<file path="config.mk">
export PLATFORM = sky130hd
export DESIGN_NAME = ibex_data_mem_arbiter_flat
export DESIGN_NICKNAME = d
export VERILOG_FILES = /design/src/rtl/ibex_data_mem_arbiter_if.sv /design/src/rtl/ibex_data_mem_arbiter.sv /design/src/flat_wrapper.sv
export SDC_FILE = /design/constraint.sdc
export NUM_CORES = 1
export LEC_CHECK = 0
export ABC_AREA = 1
export BUFFER_PORTS_ARGS = -buffer_cell sky130_fd_sc_hd__clkbuf_2
export CORE_AREA = 2 2 113 115
export CTS_BUF_LIST = sky130_fd_sc_hd__clkbuf_4
export CTS_CLUSTER_SIZE = 25
export DETAILED_ROUTE_END_ITERATION = 16
export DIE_AREA = 0 0 115 117
export SLEW_MARGIN = 20
export SYNTH_ARGS = -nofsm -noshare
export SYNTH_HDL_FRONTEND = slang
export SYNTH_SLANG_ARGS = --single-unit
</file>
<file path="constraint.sdc">
create_clock -name clk -period 1.6 [get_ports clk]
set_input_delay 0.24 -clock clk [delete_from_list [all_inputs] [get_ports clk]]
set_output_delay 0.24 -clock clk [all_outputs]
set_load 0.02 [all_outputs]
</file>
<file path="src/rtl/ibex_data_mem_arbiter_if.sv">
// Bus bundle between the two requesters, the arbiter and the data memory.
// The slave modport is the arbiter's view. The master modport is the
// environment's view: the requesters plus the memory agent.
interface ibex_data_mem_arbiter_if;
  // requester side
  logic [1:0]  req_i;
  logic [1:0]  we_i;
  logic [7:0]  be_i;
  logic [63:0] addr_i;
  logic [63:0] wdata_i;
  logic [1:0]  gnt_o;
  logic [1:0]  rvalid_o;
  logic [31:0] rdata_o;
  logic        err_o;
  // memory side
  logic        data_req_o;
  logic        data_gnt_i;
  logic        data_rvalid_i;
  logic        data_we_o;
  logic [3:0]  data_be_o;
  logic [31:0] data_addr_o;
  logic [31:0] data_wdata_o;
  logic [31:0] data_rdata_i;
  logic        data_err_i;

  modport slave (
    input  req_i, we_i, be_i, addr_i, wdata_i,
    output gnt_o, rvalid_o, rdata_o, err_o,
    output data_req_o, data_we_o, data_be_o, data_addr_o, data_wdata_o,
    input  data_gnt_i, data_rvalid_i, data_rdata_i, data_err_i
  );

  modport master (
    output req_i, we_i, be_i, addr_i, wdata_i,
    input  gnt_o, rvalid_o, rdata_o, err_o,
    input  data_req_o, data_we_o, data_be_o, data_addr_o, data_wdata_o,
    output data_gnt_i, data_rvalid_i, data_rdata_i, data_err_i
  );
endinterface

</file>
<file path="src/rtl/ibex_data_mem_arbiter.sv">
// Two-requester round-robin arbiter for the Ibex data memory port.
// Once a request has been presented without a grant, it stays locked to its
// requester until the grant arrives. A small owner FIFO records who issued
// each granted transaction. The in-order responses are then steered back
// using the owner at the FIFO head.
module ibex_data_mem_arbiter #(
  parameter  int NUM_OUT = 2,
  localparam int CNT_W   = $clog2(NUM_OUT + 1)
) (
  input  logic                      clk,
  input  logic                      rst_ni,
  ibex_data_mem_arbiter_if.slave    bus,
  output logic [CNT_W-1:0]          outstanding_o,
  output logic                      protocol_err_o
);

  localparam int PTR_W = (NUM_OUT > 1) ? $clog2(NUM_OUT) : 1;
  localparam logic [PTR_W-1:0] LAST_PTR = PTR_W'(NUM_OUT - 1);
  localparam logic [CNT_W-1:0] FULL_CNT = CNT_W'(NUM_OUT);

  typedef enum logic [0:0] {
    ST_IDLE   = 1'b0,
    ST_LOCKED = 1'b1
  } state_e;

  state_e           r_state;
  state_e           w_state_nxt;
  logic             r_own;
  logic             w_own_nxt;
  logic             r_prio;
  logic             r_fifo [NUM_OUT];
  logic [PTR_W-1:0] r_wptr;
  logic [PTR_W-1:0] r_rptr;
  logic [CNT_W-1:0] r_count;
  logic             r_perr;

  logic w_active;
  logic w_sel;
  logic w_drop;
  logic w_push;
  logic w_pop;
  logic w_spurious;
  logic w_empty;
  logic w_full;
  logic w_head;

  // Circular pointer advance that wraps at the last FIFO slot.
  function automatic logic [PTR_W-1:0] ptr_inc(input logic [PTR_W-1:0] p);
    return (p == LAST_PTR) ? '0 : p + PTR_W'(1);
  endfunction

  assign w_empty    = (r_count == '0);
  assign w_full     = (r_count == FULL_CNT);
  assign w_head     = r_fifo[r_rptr];
  assign w_push     = w_active & bus.data_gnt_i;
  assign w_pop      = bus.data_rvalid_i & ~w_empty;
  assign w_spurious = bus.data_rvalid_i & w_empty;

  // Next-state logic: picks the active requester, and handles entering and leaving the lock.
  always_comb begin
    w_state_nxt = r_state;
    w_own_nxt   = r_own;
    w_active    = 1'b0;
    w_sel       = r_prio;
    w_drop      = 1'b0;
    case (r_state)
      ST_IDLE: begin
        if ((|bus.req_i) && !w_full) begin
          w_active = 1'b1;
          w_sel    = bus.req_i[r_prio] ? r_prio : ~r_prio;
          if (bus.data_gnt_i) begin
            w_state_nxt = ST_IDLE;
          end else begin
            w_state_nxt = ST_LOCKED;
            w_own_nxt   = w_sel;
          end
        end else begin
          w_state_nxt = ST_IDLE;
        end
      end
      ST_LOCKED: begin
        w_sel = r_own;
        if (bus.req_i[r_own]) begin
          w_active = 1'b1;
          if (bus.data_gnt_i) begin
            w_state_nxt = ST_IDLE;
          end else begin
            w_state_nxt = ST_LOCKED;
          end
        end else begin
          // The requester withdrew while holding the lock: treat it as a violation and drop it.
          w_drop      = 1'b1;
          w_state_nxt = ST_IDLE;
        end
      end
      default: begin
        w_state_nxt = ST_IDLE;
      end
    endcase
  end

  // Output muxing. Everything is held at zero while reset is asserted.
  always_comb begin
    bus.gnt_o         = 2'b00;
    bus.rvalid_o      = 2'b00;
    bus.rdata_o       = 32'h0000_0000;
    bus.err_o         = 1'b0;
    bus.data_req_o    = 1'b0;
    bus.data_we_o     = 1'b0;
    bus.data_be_o     = 4'h0;
    bus.data_addr_o   = 32'h0000_0000;
    bus.data_wdata_o  = 32'h0000_0000;
    outstanding_o     = '0;
    protocol_err_o    = 1'b0;
    if (!rst_ni) begin
      bus.data_req_o  = 1'b0;
    end else begin
      outstanding_o   = r_count;
      protocol_err_o  = r_perr;
      bus.data_req_o  = w_active;
      if (w_active) begin
        bus.data_we_o    = w_sel ? bus.we_i[1]          : bus.we_i[0];
        bus.data_be_o    = w_sel ? bus.be_i[7:4]        : bus.be_i[3:0];
        bus.data_addr_o  = w_sel ? bus.addr_i[63:32]    : bus.addr_i[31:0];
        bus.data_wdata_o = w_sel ? bus.wdata_i[63:32]   : bus.wdata_i[31:0];
        bus.gnt_o        = w_sel ? {bus.data_gnt_i, 1'b0} : {1'b0, bus.data_gnt_i};
      end else begin
        bus.gnt_o        = 2'b00;
      end
      if (w_pop) begin
        bus.rvalid_o = w_head ? 2'b10 : 2'b01;
      end else begin
        bus.rvalid_o = 2'b00;
      end
      if (bus.data_rvalid_i) begin
        bus.rdata_o = bus.data_rdata_i;
        bus.err_o   = bus.data_err_i;
      end else begin
        bus.rdata_o = 32'h0000_0000;
      end
    end
  end

  // FSM state, lock owner and round-robin priority.
  always_ff @(posedge clk) begin
    if (!rst_ni) begin
      r_state <= ST_IDLE;
      r_own   <= 1'b0;
      r_prio  <= 1'b0;
    end else begin
      r_state <= w_state_nxt;
      r_own   <= w_own_nxt;
      if (w_push) begin
        r_prio <= ~w_sel;
      end
    end
  end

  // Owner FIFO storage, pointers and outstanding count.
  always_ff @(posedge clk) begin
    if (!rst_ni) begin
      for (int i = 0; i < NUM_OUT; i++) begin
        r_fifo[i] <= 1'b0;
      end
      r_wptr  <= '0;
      r_rptr  <= '0;
      r_count <= '0;
    end else begin
      if (w_push) begin
        r_fifo[r_wptr] <= w_sel;
        r_wptr         <= ptr_inc(r_wptr);
      end
      if (w_pop) begin
        r_rptr <= ptr_inc(r_rptr);
      end
      case ({w_push, w_pop})
        2'b10:   r_count <= r_count + CNT_W'(1);
        2'b01:   r_count <= r_count - CNT_W'(1);
        default: r_count <= r_count;
      endcase
    end
  end

  // Sticky protocol-violation flag, cleared only by reset.
  always_ff @(posedge clk) begin
    if (!rst_ni) begin
      r_perr <= 1'b0;
    end else if (w_spurious || w_drop) begin
      r_perr <= 1'b1;
    end
  end

endmodule
</file>
<file path="src/flat_wrapper.sv">
// flat-port wrapper written by rule: the top's interface ports become plain ports
module ibex_data_mem_arbiter_flat 
#(
  parameter  int NUM_OUT = 2,
  localparam int CNT_W   = $clog2(NUM_OUT + 1)
)
  (clk, rst_ni, outstanding_o, protocol_err_o, bus_req_i, bus_we_i, bus_be_i, bus_addr_i, bus_wdata_i, bus_gnt_o, bus_rvalid_o, bus_rdata_o, bus_err_o, bus_data_req_o, bus_data_we_o, bus_data_be_o, bus_data_addr_o, bus_data_wdata_o, bus_data_gnt_i, bus_data_rvalid_i, bus_data_rdata_i, bus_data_err_i);
  ibex_data_mem_arbiter_if bus_i ();
  input  logic clk;
  input  logic rst_ni;
  output logic [CNT_W-1:0] outstanding_o;
  output logic protocol_err_o;
  input wire logic [$bits(bus_i.req_i)-1:0] bus_req_i;
  input wire logic [$bits(bus_i.we_i)-1:0] bus_we_i;
  input wire logic [$bits(bus_i.be_i)-1:0] bus_be_i;
  input wire logic [$bits(bus_i.addr_i)-1:0] bus_addr_i;
  input wire logic [$bits(bus_i.wdata_i)-1:0] bus_wdata_i;
  output wire logic [$bits(bus_i.gnt_o)-1:0] bus_gnt_o;
  output wire logic [$bits(bus_i.rvalid_o)-1:0] bus_rvalid_o;
  output wire logic [$bits(bus_i.rdata_o)-1:0] bus_rdata_o;
  output wire logic [$bits(bus_i.err_o)-1:0] bus_err_o;
  output wire logic [$bits(bus_i.data_req_o)-1:0] bus_data_req_o;
  output wire logic [$bits(bus_i.data_we_o)-1:0] bus_data_we_o;
  output wire logic [$bits(bus_i.data_be_o)-1:0] bus_data_be_o;
  output wire logic [$bits(bus_i.data_addr_o)-1:0] bus_data_addr_o;
  output wire logic [$bits(bus_i.data_wdata_o)-1:0] bus_data_wdata_o;
  input wire logic [$bits(bus_i.data_gnt_i)-1:0] bus_data_gnt_i;
  input wire logic [$bits(bus_i.data_rvalid_i)-1:0] bus_data_rvalid_i;
  input wire logic [$bits(bus_i.data_rdata_i)-1:0] bus_data_rdata_i;
  input wire logic [$bits(bus_i.data_err_i)-1:0] bus_data_err_i;
  assign bus_i.req_i = bus_req_i;
  assign bus_i.we_i = bus_we_i;
  assign bus_i.be_i = bus_be_i;
  assign bus_i.addr_i = bus_addr_i;
  assign bus_i.wdata_i = bus_wdata_i;
  assign bus_gnt_o = bus_i.gnt_o;
  assign bus_rvalid_o = bus_i.rvalid_o;
  assign bus_rdata_o = bus_i.rdata_o;
  assign bus_err_o = bus_i.err_o;
  assign bus_data_req_o = bus_i.data_req_o;
  assign bus_data_we_o = bus_i.data_we_o;
  assign bus_data_be_o = bus_i.data_be_o;
  assign bus_data_addr_o = bus_i.data_addr_o;
  assign bus_data_wdata_o = bus_i.data_wdata_o;
  assign bus_i.data_gnt_i = bus_data_gnt_i;
  assign bus_i.data_rvalid_i = bus_data_rvalid_i;
  assign bus_i.data_rdata_i = bus_data_rdata_i;
  assign bus_i.data_err_i = bus_data_err_i;
  ibex_data_mem_arbiter #(.NUM_OUT(NUM_OUT)) u_core (.clk(clk), .rst_ni(rst_ni), .bus(bus_i), .outstanding_o(outstanding_o), .protocol_err_o(protocol_err_o));
endmodule
</file>
# == After elaboration in Yosys (flattened, before gate mapping) ==
# Memory sizes are Yosys's and may differ from the RTL's. A register that Yosys moved wholly into a read port is not among the register bits.
# Cells that the tools add are included.
# classes
order_cmp,2
bitwise_logic,8
n_reduce_logical,8
n_eq_ne,3
n_addsub,4
mux,53
# ops
operator,count
$mux W32,8
$mux W1,31
$mux W2,7
$mux W4,3
$pmux W1 S2,3
$not A1 Y1,5
$eq A2 B2 Y1 const B,2
$lt A1 B2 Y1 const B,2
$pmux W2 S2,1
$and A1 B1 Y1,3
$reduce_and A3 Y1,1
$add A1 B1 Y1 const B,2
$add A2 B1 Y2 const B,1
$eq A2 B1 Y1 const B,1
$logic_not A2 Y1,1
$reduce_bool A2 Y1,1
$reduce_or A2 Y1,1
$sub A2 B1 Y2 const B,1
$logic_and A1 B1 Y1,1
$logic_not A1 Y1,1
$logic_or A1 B1 Y1,1
$reduce_or A1 Y1,1
# totals
out_inout_bits,110
n_memories,1
ram_bits,2
ff_bits,8
word_cells,86
in_bits,177
# memory_table
name,words,width,rd,rd_ports_with_merged_regs,wr,line_no,text
u_core.r_fifo,2,1,1,1,2,ibex_data_mem_arbiter.sv:31,logic r_fifo [NUM_OUT];

# == Longest topological paths before layout ==
# Gate-level depths: netlist (run 1).
# logic_depth
word_depth,11
ltp_mapped,11
ltp_nobuf,10

# == Worst setup path before layout (run 1) ==
# No wires, ideal clock.
# synth_path
path_kind,reg2out
from,reg u_core.r_count[0]
to,out bus_data_wdata_o[22]
n_path_buf,2
slack_ns,-0.094
arrival_time_ns,1.454
required_ns,1.360
path_stages_with_launch,11
cell_sequence,dfxtp_1 buf_4 inv_2 nand2_1 nand2_1 nand2_2 nand2_1 nor2_4 buf_2 nand2_1 nor2_1
# synth_between
elab_chain_cells,8
word_cells_on_any_way,10
cone_classes,eq/ne: 1; mux: 7; reduce/logical: 2
# synth_rtl
element,line_no,text
"start, declared",ibex_data_mem_arbiter.sv:34,logic [CNT_W-1:0] r_count;
"start signal, assigned",ibex_data_mem_arbiter.sv:177,2'b10: r_count <= r_count + CNT_W'(1);
"start signal, assigned",ibex_data_mem_arbiter.sv:178,2'b01: r_count <= r_count - CNT_W'(1);
"start signal, assigned",ibex_data_mem_arbiter.sv:179,default: r_count <= r_count;
$eq A2 B2 Y1 (*),ibex_data_mem_arbiter.sv:53,assign w_full = (r_count == FULL_CNT);
$logic_not A1 Y1 (*),ibex_data_mem_arbiter.sv:68,if ((|bus.req_i) && !w_full) begin
$logic_and A1 B1 Y1 (*),ibex_data_mem_arbiter.sv:68,
$mux W1,ibex_data_mem_arbiter.sv:68,
$pmux W1 S2,ibex_data_mem_arbiter.sv:66,case (r_state)
$mux W32,ibex_data_mem_arbiter.sv:125,bus.data_wdata_o = w_sel ? bus.wdata_i[63:32] : bus.wdata_i[31:0];
$mux W32 (*),ibex_data_mem_arbiter.sv:121,if (w_active) begin
$mux W32 (*),ibex_data_mem_arbiter.sv:115,if (!rst_ni) begin
"end, declared",flat_wrapper.sv:26,output wire logic [$bits(bus_i.data_wdata_o)-1:0] bus_data_wdata_o;
# Mark *: on every way between the ends. The rest lies on a longest branch, timed or not.

# == Worst setup path in the final report (run 1) ==
# layout_path
from,reg u_core.r_count[1]
to,out bus_data_wdata_o[26]
# Same word-level chain as after synthesis.

==> results of run 1 <==
[metrics by stage]
stage	setup TNS (ns)	setup slack [ns]	utilization (%)	hold slack, ns	power (uW)
3_3_place_gp	-5.10	-0.154	33.8	0.438	3710
3_5_place_dp	-7.61	-0.177	33.8	0.447	3720
2_1_floorplan	0	0.0144	-	0.319	2710
4_1_cts	-27.08	-0.421	38.1	0.222	4680
5_1_grt	-33.16	-0.512	46.3	0.257	6580
6_report	-25.37	-0.416	46.3	0.261	6140
[layer usage]
layer	global-route usage [%]	vias up
met1	14.9	1842
met4	1.45	0
met2	25.4	203
li1	-	2122
met5	0	-
met3	2.47	6
[power breakdown]
group	total (uW)	internal, uW	switching (uW)
Sequential	399	352	47.5
Clock	204	113	90.3
Combinational	5540	2580	2960
Total	6140	3040	3100
[layout by cell type, fill, tap and decap left out, types with 9 or more instances in the layout]
cell | synthesis | routed
clkbuf_16 | 0 | 9
nor2_4 | 1 | 30
clkbuf_2 | 0 | 211
nor2_1 | 185 | 97
nand2_1 | 163 | 106
nand2_2 | 1 | 30
buf_8 | 0 | 17
buf_4 | 8 | 35
buf_6 | 3 | 50
nand2_4 | 0 | 28
inv_1 | 115 | 113
nor2_2 | 0 | 59
[state kept, by name, indices dropped and copies added, names as in the netlist, named ones only]
signal,flops
u_core.r_count,2
u_core.r_fifo,2
u_core.r_own,1
u_core.r_perr,1
u_core.r_prio,1
u_core.r_rptr,1
u_core.r_state,1
u_core.r_wptr,1
[critical path, cell delays in order (launching register included)]
cell	delay [ns]
dfxtp_2	0.36
inv_2	0.04
nor2_2	0.09
nor2_2	0.05
nand3_2	0.11
nand3_4	0.14
buf_12	0.19
clkbuf_16	0.17
nand2_2	0.07
nand2_4	0.06
nor2_4	0.11
buf_6	0.12
[layout make-up]
type                       instances  area share (%)
timing repair buffer             338            46.1
tap                              150            3.29
sequential                        11            4.02
clock buffer                       4           0.527
multi-input combinational        376            38.4
inverter                         117            7.71
[final timing paths]
path	cells after the start	from	end
hold reg to reg	1	u_core.r_rptr	flop
setup / recovery	11	u_core.r_count[1]	bus_data_wdata_o[26]
hold / removal	2	bus_data_gnt_i	u_core.r_state
setup reg to reg	10	u_core.r_count[0]	u_core.r_count[1]
[repair_timing]
item | CTS | global route
endpoints found under the setup margin | 74 | 76
resized for setup | 91 | 280
pin swaps | 2 | 65
gates cloned | 4 | 13
setup buffers | 10 | 8
[cells by family after synthesis]
logic type | share of synthesized area (%)
simple gates | 59.8
xor+xnor | 0.380
compound gates | 3.37
buf+inv | 26.4
fa+ha+maj | 0.543
flops | 9.56
==> impl_results.md, run 1 <==
- Data arrival time of the critical path: ~1.8 ns
- Asr flop ratio synth: 0%
- Final Hold Fails: 0
- FF+latch area: approximately 230 sq um
- Die X: roughly 120 microns
- Vias per cell: about 4.2
- Drt drc: 0
- DR WL/cell: roughly 12 microns
- Unrepaired setup endpoints after global routing: true
- Layout Cells excl Fill: 996
- Final setup skew: around 0.0019 ns
- Yosys top cell by area: nor2_1
- Post-synth top cells: nor2_1, nand2_1, inv_1
- Hold WC Path Type: in2reg
- CTS clk-pin slew, worst paths: roughly 0.070 ns
- Area share of the largest cell type after synthesis: a little under a third
- Hold_buf cts: 0
- Max Cap Viol: 0
- Relative slew slack: 77.0%
- Status: complete, but fails checks
- Syn avg cell area: roughly 4.3 sq um
- Row Count: 41
- Area growth, synth to finish: 147%
- Initial core utilization: between 10% and 20%
- Fin area: ~5700 sq um
- Inserted Clock Buffers: 3
- DP Area: 4160 sq um
- Library cells used by synthesis: 20
- Synth area leaders: nor2_1, nand2_1, inv_1
- CP Class: reg2out
- R2R Setup Slk: 0.02 ns
- Pins Over Slew Limit: 0
- First-pass GRT wire length: 14,400 microns
- Die ar.: between 10,000 and 15,000 sq um
- DRT met1 WL: about 4700 microns
- Crit end category: output pin
- Multi-input gate area: between 2000 and 2500 sq um
- Max Root-Sink Buffers: 2
- Crit Path Max Fanout: 7
- Final ANT Viol Nets: 0
- Vias in the first global route: 3,312
- Clk Latency, worst-skew pair: roughly 0.26 ns
- # fillers: approximately 1,200
- Fmax: approximately 500 MHz
- Worst Tran Pin Value: 0.343 ns
- Post-synth net total: between 700 and 800
- H-tree Lvls: 1
- Count leader, synth: nor2_1
- DR vias: approximately 4,200
- Worst path required time: between 1 and 1.5 ns
- Largest net degree at the start of global routing: 34
- Metal3 WL: 1030 microns
- Number of DRC markers in iteration 0: approximately 140
- Total Wirelength: approximately 12,000 microns
- Final WS setup: -0.416 ns
- Synthesized area: about 2300 sq um
- Worst vdd ir: around 0.43 mV
- Top sig layer: met4
- Crit share post-route: 126%
- Ant diodes: 0
- Placed Instances: 962
- I/O pins: approximately 290
- Pleak: 0.00341 uW
- Syn Inst Count: 531
- Failing checks: setup timing
- Total GRT Usage: about an eighth
- Seq/Total Area, Yosys: around a tenth
- Flop and latch count out of synthesis: 11
- Post-synth EDFFs: 0
- Drt pass-1 iters: 5
- Post-DP HPWL: around 7700 microns
- # port buffers: about 290
- Nets@finish: 1,025
- Post-synth top flop: dfxtp_1
- Yosys Warn Count: 0
- CTS sink cnt: 11
- Total grt overflow: 0
- Die height: 117 microns
- Core Area: roughly 12,000 sq um
- Clock Tree Root: clkbuf_4
- Final setup fails: 73
- Min cycle time layout: between 2 and 2.5 ns
- CTS tree: built
- CP startpoint kind: flop
- Layout cell share with drive strength beyond 1: 60.0%
- Pwr dens: about 1100 nW/um^2
- WL met2: around 6500 microns
- Initial antenna violation count: 0
- Global placement routability congestion: between 0.7 and 0.8
Note: power is estimated with default switching activity, not from simulation.
==> run 2: changes to the inputs <==
--- a/config.mk
+++ b/config.mk
@@ -7,11 +7,14 @@
 export LEC_CHECK = 0
 export ABC_AREA = 1
 export BUFFER_PORTS_ARGS = -buffer_cell sky130_fd_sc_hd__clkbuf_2
-export CORE_AREA = 2 2 113 115
+export CELL_PAD_IN_SITES_DETAIL_PLACEMENT = 1
+export CELL_PAD_IN_SITES_GLOBAL_PLACEMENT = 1
+export CORE_MARGIN = 1
+export CORE_UTILIZATION = 16
 export CTS_BUF_LIST = sky130_fd_sc_hd__clkbuf_4
 export CTS_CLUSTER_SIZE = 25
 export DETAILED_ROUTE_END_ITERATION = 16
-export DIE_AREA = 0 0 115 117
+export PLACE_DENSITY_LB_ADDON = 0.1
 export SLEW_MARGIN = 20
 export SYNTH_ARGS = -nofsm -noshare
 export SYNTH_HDL_FRONTEND = slang
==> impl_results.md, run 2 (synthesized netlist as in run 1, its figures left out) <==
- Status: complete, but fails checks
- Failing checks: setup timing
- H-tree Lvls: 1
- Worst Setup SP: u_core.r_count[0]
- Post-DP HPWL: 9790 microns
- CTS clk-pin slew, worst paths: approximately 0.08 ns
- WHS: around 0.31 ns
- DP Area: 4220 sq um
- Reg2Reg Depth: 9
- Most frequent cells in the layout: clkbuf_2, inv_1, nand2_1
- Hold WC Path Type: in2reg
- Area growth, synth to finish: 172%
- Pins Over Slew Limit: 0
- Crit share post-route: 129%
- Final WS setup: -0.472 ns
- Worst setup path end: bus_data_addr_o[5]
- Drt pass-1 iters: 4
- CP startpoint kind: flop
- Metal3 WL: approximately 1100 microns
- Final setup skew: 0.00293 ns
- Worst path required time: 1.36 ns
- Ant diodes: 0
- Global placement routability congestion: ~0.76
- Relative slew slack: between 80% and 90%
- Fin area: 6280 sq um
- Fin util: roughly 45%
- Total Wirelength: roughly 15,000 microns
- Fmax: 483 MHz
- CP Class: reg2out
- Top sig layer: met4
- Largest net degree at the start of global routing: 34
- Vias in the first global route: between 4,000 and 5,000
- DR vias: around 4,400
- Top flop regs: u_core.r_count x2, u_core.r_fifo x2
- Inserted Clock Buffers: 3
- Reg2Reg Launch Point: u_core.r_count[1]
- Crit end category: output pin
- DRT met1 WL: approximately 5100 microns
- Min cycle time layout: between 2 and 2.5 ns
- CTS tree: built
- Initial antenna violation count: 0
- WL met2: 8800 microns
- Drt drc: 0
- Worst Tran Pin Value: 0.237 ns
- # port buffers: about 290
- Placed Instances: slightly below 1,000
- Unrepaired setup endpoints after global routing: true
- Crit Path Max Fanout: 6
- CTS sink cnt: 11
- R2R Setup Slk: approximately 0.05 ns
- Pleak: 0.00362 uW
- Layout Cells excl Fill: between 1,000 and 1,500
- Final setup fails: 72
- Final Hold Fails: 0
- Final ANT Viol Nets: 0
- WHS Path Cells: 3
- Pwr dens: 1120 nW/um^2
- Clk Latency, worst-skew pair: about 0.28 ns
- Initial core utilization: approximately 16%
- Nets@finish: 1,039
- # fillers: between 1,500 and 2,000
- Number of DRC markers in iteration 0: between 90 and 100
- Die height: 122 microns
- Die X: 122 microns
- I/O pins: roughly 290
- Max Cap Viol: 0
- Max Root-Sink Buffers: 2
- Die ar.: 14,900 sq um
- Layout cell share with drive strength beyond 1: between 60% and 70%
- Data arrival time of the critical path: around 1.8 ns
- DR WL/cell: between 10 and 15 microns
- Worst vdd ir: 0.349 mV
- Total GRT Usage: 17.9%
- Vias per cell: 4.19
- Clock Tree Root: clkbuf_4
- Commonest non-fill, non-tap cell in the layout: clkbuf_2
- R2R Path End: u_core.r_count[1]
- Core Area: between 10,000 and 15,000 sq um
- First-pass GRT wire length: ~21,000 microns
- Total grt overflow: 0
- Row Count: 43
run 2: cell types whose count changed in the layout (fill, tap and decap cells not counted), sizes merged:
cell	before	now
clkbuf	230	259
nand3	5	6
buf	112	96
run 2: critical path: stages (launching register included):
cell and delay, ns:
dfxtp_4 0.38, inv_2 0.04, nand2_2 0.06, nand2_4 0.07, nand2_4 0.08, nand2_4 0.06
nor2_4 0.09, buf_6 0.12, buf_12 0.14, buf_16 0.15, nand2_2 0.07, nor2_2 0.13
clkbuf_8 0.16
run 2: timing repair:
item,4_1_cts,5_1_grt
pin swaps,22,42
cloned,14,5
gates resized for setup,202,204
setup buffers,19,10
hold buffers,0,0
setup endpoints to repair,76,78
run 2: routing by layer:
metal,vias up,track usage [%]
met5,-,0
met4,0,3.09
met3,17,3.23
met2,187,39.1
met1,1999,16.7
li1,2155,-
run 2: worst min path at each step:
stage | to | slack [ns] | start
floorplan | u_core.r_state | 0.32 | bus_data_gnt_i
global route | u_core.r_perr | 0.33 | bus_data_rvalid_i
CTS | u_core.r_perr | 0.30 | bus_data_rvalid_i
detailed placement | u_core.r_rptr | 0.45 | u_core.r_rptr
global placement | u_core.r_rptr | 0.44 | u_core.r_rptr
finish | u_core.r_perr | 0.31 | bus_data_rvalid_i
run 2: cell type report:
type | instances | area (sq um) | area share [%]
Clock buffer | 4 | 30.0 | 0.478
Inverter | 117 | 447 | 7.12
Sequential cell | 11 | 228 | 3.63
Tap cell | 180 | 225 | 3.59
Timing Repair Buffer | 351 | 3010 | 47.9
Multi-Input combinational cell | 377 | 2340 | 37.3
run 2: power by group:
group          leakage (uW)  switching (uW)  total, uW  internal [uW]
clock network     0.0000184             109        223            114
logic               0.00351            3280       6410           3130
registers         0.0000924            57.9        409            351
run 2: stage by stage:
stage	setup WS, ns	power, uW	TNS, ns
floorplan	0.0144	2710	0
global placement	-0.251	3810	-10.39
detailed placement	-0.257	3890	-13.15
CTS	-0.477	6050	-30.48
global route	-0.568	7470	-36.26
finish	-0.472	7040	-28.88
